<file path="src/rtl/mouse_pkg.sv">
// Shared register map and control-word layout for the mouse-pointer sprite controller.
package mouse_pkg;

    localparam int SPR_SEL = 10;

    localparam logic [1:0] REG_XPOS = 2'd0;
    localparam logic [1:0] REG_YPOS = 2'd1;
    localparam logic [1:0] REG_CTRL = 2'd2;

    typedef struct packed {
        logic        en;
        logic [11:0] key;
    } mouse_ctrl_t;

endpackage

</file>
<file path="src/rtl/mouse_hit_calc.sv">
// Stage-0 hit test and sprite RAM read address generation.
// Optional 2x pointer scaling is selected with the MOUSE_SCALE2X_EN macro.
module mouse_hit_calc #(
    parameter int SPR_BITS = 5
) (
    input  logic [10:0]           x,
    input  logic [10:0]           y,
    input  logic [10:0]           xa,
    input  logic [10:0]           ya,
    input  logic                  en,
    output logic                  hit,
    output logic [2*SPR_BITS-1:0] ram_addr_r
);

    logic [10:0] dx;
    logic [10:0] dy;

    assign dx = x - xa;
    assign dy = y - ya;

`ifdef MOUSE_SCALE2X_EN
    localparam logic [10:0] LIMIT = 11'(1 << (SPR_BITS + 1));
    assign ram_addr_r = {dy[SPR_BITS:1], dx[SPR_BITS:1]};
`else
    localparam logic [10:0] LIMIT = 11'(1 << SPR_BITS);
    assign ram_addr_r = {dy[SPR_BITS-1:0], dx[SPR_BITS-1:0]};
`endif

    // The x>=xa / y>=ya terms stop a wrapped subtraction from hitting: no wrap at the screen edge.
    assign hit = en & (x >= xa) & (y >= ya) & (dx < LIMIT) & (dy < LIMIT);

endmodule

</file>
<file path="src/rtl/mouse_sprite_ctrl.sv">
// Mouse-pointer sprite controller: CPU slot registers, frame-synchronous position update and
// 2-stage chroma-keyed overlay. Define MOUSE_SCALE2X_EN for a 2x scaled pointer.
module mouse_sprite_ctrl
    import mouse_pkg::*;
#(
    parameter int              CD       = 12,
    parameter int              SPR_BITS = 5,
    parameter logic [CD-1:0]   KEY_RST  = 12'h000
) (
    input  logic                  clk,
    input  logic                  reset,
    input  logic                  cs,
    input  logic                  write,
    input  logic [10:0]           addr,
    input  logic [31:0]           wr_data,
    output logic [31:0]           rd_data,
    input  logic                  frame_start,
    input  logic [10:0]           x,
    input  logic [10:0]           y,
    input  logic [CD-1:0]         si_rgb,
    output logic [CD-1:0]         so_rgb,
    output logic                  ram_we,
    output logic [2*SPR_BITS-1:0] ram_addr_w,
    output logic [CD-1:0]         ram_din,
    output logic [2*SPR_BITS-1:0] ram_addr_r,
    input  logic [CD-1:0]         ram_dout
);

    logic [10:0]  x_pend, y_pend, x_act, y_act;
    mouse_ctrl_t  ctrl_q;
    logic         reg_we, wr_x, wr_y, wr_ctrl;
    logic         hit, hit_d1;
    logic [CD-1:0] si_d1;
    logic         unused_wr_bits;

    assign reg_we  = cs & write & ~addr[SPR_SEL];
    assign wr_x    = reg_we & (addr[1:0] == REG_XPOS);
    assign wr_y    = reg_we & (addr[1:0] == REG_YPOS);
    assign wr_ctrl = reg_we & (addr[1:0] == REG_CTRL);

    assign ram_we     = cs & write & addr[SPR_SEL];
    assign ram_addr_w = addr[2*SPR_BITS-1:0];
    assign ram_din    = wr_data[CD-1:0];

    assign unused_wr_bits = ^wr_data[31:CD+1];

    always_comb begin
        rd_data = '0;
        if (!addr[SPR_SEL]) begin
            case (addr[1:0])
                REG_XPOS: rd_data[10:0] = x_pend;
                REG_YPOS: rd_data[10:0] = y_pend;
                REG_CTRL: rd_data[CD:0] = {ctrl_q.key, ctrl_q.en};
                default:  rd_data = '0;
            endcase
        end
    end

    always_ff @(posedge clk) begin
        if (reset) begin
            x_pend <= '0;
            y_pend <= '0;
            x_act  <= '0;
            y_act  <= '0;
            ctrl_q <= '{en: 1'b0, key: KEY_RST};
        end else begin
            if (wr_x) x_pend <= wr_data[10:0];
            if (wr_y) y_pend <= wr_data[10:0];
            // A position write landing on frame_start is forwarded so it applies to this frame.
            if (frame_start) begin
                x_act <= wr_x ? wr_data[10:0] : x_pend;
                y_act <= wr_y ? wr_data[10:0] : y_pend;
            end
            if (wr_ctrl) ctrl_q <= '{en: wr_data[0], key: wr_data[CD:1]};
        end
    end

    mouse_hit_calc #(.SPR_BITS(SPR_BITS)) u_hit (
        .x          (x),
        .y          (y),
        .xa         (x_act),
        .ya         (y_act),
        .en         (ctrl_q.en),
        .hit        (hit),
        .ram_addr_r (ram_addr_r)
    );

    always_ff @(posedge clk) begin
        if (reset) begin
            hit_d1 <= 1'b0;
            si_d1  <= '0;
            so_rgb <= '0;
        end else begin
            hit_d1 <= hit;
            si_d1  <= si_rgb;
            so_rgb <= (hit_d1 && (ram_dout != ctrl_q.key)) ? ram_dout : si_d1;
        end
    end

endmodule

</file>
<file path="config.mk">
export PLATFORM = sky130hd
export DESIGN_NAME = mouse_sprite_ctrl
export DESIGN_NICKNAME = d
export VERILOG_FILES = /design/src/rtl/mouse_pkg.sv /design/src/rtl/mouse_hit_calc.sv /design/src/rtl/mouse_sprite_ctrl.sv
export SDC_FILE = /design/constraint.sdc
export NUM_CORES = 1
export LEC_CHECK = 0
export ABC_AREA = 0
export CAP_MARGIN = 20
export CORE_MARGIN = 2
export CORE_UTILIZATION = 49
export DETAILED_ROUTE_END_ITERATION = 8
export GPL_TIMING_DRIVEN = 0
export HOLD_SLACK_MARGIN = 0.15
export PLACE_DENSITY = 0.89
export SYNTH_ARGS = -nofsm -noshare
export SYNTH_HDL_FRONTEND = slang
export SYNTH_SLANG_ARGS = --single-unit
</file>
<file path="constraint.sdc">
create_clock -name clk -period 4.8 [get_ports clk]
set_input_delay 0.96 -clock clk [delete_from_list [all_inputs] [get_ports clk]]
set_output_delay 0.96 -clock clk [all_outputs]
set_load 0.01 [all_outputs]
</file>
==> results.json, run 1 <==
{
  "fin_cells": 840,
  "ys.flop_type": "dfxtp_1",
  "cts_setup_buffers": 0,
  "reg2reg_from": "y_act[2]$_SDFFE_PP0P_",
  "dr.pass1.iters": 5,
  "yosys_warnings": 0,
  "ys_types": 53,
  "final_net_count": 824,
  "reg2reg_depth": 8,
  "dp.cells": 824,
  "critical_path.max_fanout": 2,
  "clock-sinks": 82,
  "drive_gt1_frac": 0.1097,
  "dpl.hpwl_microns": 9840,
  "worst_slew_pin_slew_ns": 0.6096,
  "syn_area_sq_um": 4718,
  "timing.hold.ws_ns": 0.4754,
  "clock.fmax_mhz": 243.7,
  "initialDrtViolationCount": 270,
  "min_to": "so_rgb[4]$_SDFF_PP0_",
  "grt_antenna_before_repair": 0,
  "fin_crit_sh": 0.8548,
  "grt_max_degree": 15,
  "min_path_type": "reg -> reg",
  "synth_top_cell_by_area": "dfxtp_1",
  "yosysMostFrequentCell": "nor2_1",
  "period_minus_slack_ns": 4.103,
  "critPathKind": "in -> out",
  "seqPwrFrac": 0.433,
  "gp_congestion": 0.8851,
  "ant_nets": 0,
  "dieHeight_microns": 102.1,
  "worstHoldStart": "si_d1[4]$_SDFF_PP0_",
  "total_power_uw": 1648,
  "cts_tree": "done",
  "antennaDiodeCount": 0,
  "synth_top_area_frac": 0.3479,
  "num_vias": 4394,
  "wl_per_cell_microns": 15.12,
  "setup_viol": 0,
  "port_buffers": 120,
  "grt_pass1_vias": 4227,
  "leakagePower_uw": 0.002660,
  "start_util": 0.5082,
  "rows": 35,
  "grt_usage": 0.2384,
  "slew-limit-headroom": 0.5936,
  "fillCellCount": 737,
  "slowest_stage": "clkdlybuf4s50_1",
  "clock_path_buffers": 2,
  "hold-path-cell-count": 2,
  "cts_resized": 0,
  "finalMaxSlewViolations": 0,
  "path_cells": "clkdlybuf4s50_1 > inv_1 > ha_1 > fa_1 > nor2b_1 > o21a_1 > nor2_1 > xnor2_1 > clkdlybuf4s50_1",
  "synthCells": 557,
  "crit_required_ns": 3.84,
  "cp_slowest_stage_delay_ns": 0.55,
  "rsz0062_at_grt": "no",
  "cts_max_level": 3,
  "final_hold_viol_count": 0,
  "drc": 0,
  "cpMostUsedCell": "clkdlybuf4s50_1",
  "hold_buffers": 0,
  "viasPerCell": 5.231,
  "die_w_microns": 102.1,
  "pwr-share-clk": 0.320,
  "max_cap_viol_count": 0,
  "critPathLaunchType": "primary input",
  "cp-end-kind": "output port",
  "r2r_end": "hit_d1$_SDFF_PP0_",
  "ir_worst_vdd_v": 0.0002479,
  "p_sw_uw": 462.5,
  "cellInternalPower_uw": 1185,
  "synth.area.top_cells": "dfxtp_1 35%, mux2i_1 10%, nor2_1 7.6%, buf_4 6.8%, ha_1 5.8%",
  "synth_commonest_cells": "96 x nor2_1, 82 x dfxtp_1, 47 x mux2i_1, 43 x buf_4, 36 x nand2_1",
  "area_growth_pct": 34.82,
  "final_util": 0.6852,
  "clk_latency_ns": 0.36,
  "ys_ff_latch": 82,
  "p_per_area_nw_per_um2": 259.0,
  "cp_data_arrival_time_ns": 3.14,
  "cts.clk_slew.worst_paths_ns": 0.08,
  "numCtsBuffers": 9,
  "async_flop_share": 0,
  "outcome": "finished, final reports clean",
  "core_sq_um": 9284,
  "cts-root-buf": "clkbuf_8",
  "wl_microns": 12700,
  "rrSetupSlack_ns": 2.54,
  "setup_tns_ns": 0,
  "boundaryPins": 171,
  "fin_skew_ns": 0.01220,
  "overflow": 0,
  "die-area_sq_um": 10430,
  "grt_first_pass_wirelength_microns": 19690,
  "combPwrFrac": 0.247,
  "swShare": 0.2807,
  "seq_area_frac_synth": 0.3479,
  "synth-edff-count": 0,
  "syn_avg_cell_area_sq_um": 8.471
}
-- critical path: cells and delay by family --
family          cells  cell delay, ns
buf+inv             3            1.04
compound gates      1            0.13
xor+xnor            1            0.14
fa+ha+maj           2            0.65
simple gates        2            0.22
-- power by group through the flow --
stage / clock network (uW) / registers, uW / logic (uW)
after detailed placement: 0 / 729 / 401
after global routing: 552 / 715 / 443
after global placement: 0 / 728 / 390
after CTS: 528 / 713 / 405
after floorplan: 0 / 728 / 240
final: 527 / 713 / 407
-- metal layers --
| layer | vias to the layer above | wire, microns | GRT usage |
|---|---|---|---|
| li1 | 2143 | - | - |
| met1 | 2052 | 5328 | 0.2970 |
| met2 | 171 | 6315 | 0.4271 |
| met3 | 28 | 750 | 0.02599 |
| met4 | 0 | 306 | 0.08308 |
| met5 | - | 0 | 0 |
-- worst max-delay path by stage --
stage / from / end / slack, ns / depth (start not counted)
6_report: x[0] / ram_addr_r[4] / 0.70 / 9
5_1_grt: x[0] / ram_addr_r[4] / 0.58 / 9
4_1_cts: x[0] / ram_addr_r[4] / 0.68 / 9
3_5_place_dp: x[0] / ram_addr_r[4] / 0.68 / 9
3_3_place_gp: x[0] / ram_addr_r[4] / 0.69 / 9
2_1_floorplan: x[0] / ram_addr_r[4] / 1.69 / 7
-- sequential cells by signal (all words and copies together) (netlist names) --
register	cells
hit_d1	1
x_pend	11
ctrl_q	13
so_rgb	12
x_act	11
y_act	11
y_pend	11
si_d1	12
-- cell families (layout without fill, tap and decap cells) --
| logic type | after synthesis | after routing | synth area share |
|---|---|---|---|
| compound gates | 98 | 98 | 0.1493 |
| fa+ha+maj | 24 | 24 | 0.06683 |
| other cells | 1 | 19 | 0.0007948 |
| xor+xnor | 20 | 20 | 0.03713 |
| mux | 47 | 47 | 0.09971 |
| flops | 82 | 82 | 0.3479 |
| buf+inv | 98 | 234 | 0.1132 |
| simple gates | 187 | 187 | 0.1851 |
-- placed cells by master (no fill, tap or decap), drive strengths merged, types with 8 or more instances in the layout --
cell	instances
nand2	36
nor2	96
nor2b	18
dfxtp	82
clkbuf	30
ha	22
buf	47
inv	33
nand2b	8
mux2i	47
a211oi	24
clkdlybuf4s50	120
o21a	8
xnor2	18
conb	19
a21oi	37
-- metrics by stage --
stage,worst slack [ns],cell area (sq um)
floorplan,1.688,4786
global placement,0.6854,6148
detailed placement,0.6754,6148
CTS,0.6772,6361
global route,0.5779,6361
finish,0.6968,6361
-- final cells by class --
class / count / area (sq um) / share of cell area
Timing Repair Buffer: 120 / 1201 / 0.1888
Clock buffer: 11 / 151.4 / 0.02380
Clock inverter: 5 / 61.31 / 0.009638
Buffer: 66 / 414.1 / 0.06511
Inverter: 32 / 120.1 / 0.01888
Tap cell: 129 / 161.4 / 0.02537
Multi-Input combinational cell: 395 / 2610 / 0.4103
Sequential cell: 82 / 1642 / 0.2581
Note: power is estimated with default switching activity, not from simulation.
==> run 2, diff against run 1 <==
--- a/config.mk
+++ b/config.mk
@@ -11,7 +11,7 @@
 export CORE_UTILIZATION = 49
 export DETAILED_ROUTE_END_ITERATION = 8
 export GPL_TIMING_DRIVEN = 0
-export HOLD_SLACK_MARGIN = 0.15
+export HOLD_SLACK_MARGIN = 0.08
 export PLACE_DENSITY = 0.89
 export SYNTH_ARGS = -nofsm -noshare
 export SYNTH_HDL_FRONTEND = slang
==> results of run 2 <==
Same layout as run 1: the final DEF is identical, and so are final timing and power.
==> run 3, diff against run 2 <==
--- a/config.mk
+++ b/config.mk
@@ -6,7 +6,6 @@
 export NUM_CORES = 1
 export LEC_CHECK = 0
 export ABC_AREA = 0
-export CAP_MARGIN = 20
 export CORE_MARGIN = 2
 export CORE_UTILIZATION = 49
 export DETAILED_ROUTE_END_ITERATION = 8
==> results of run 3 <==
Same layout as run 1: the final DEF is identical, and so are final timing and power.
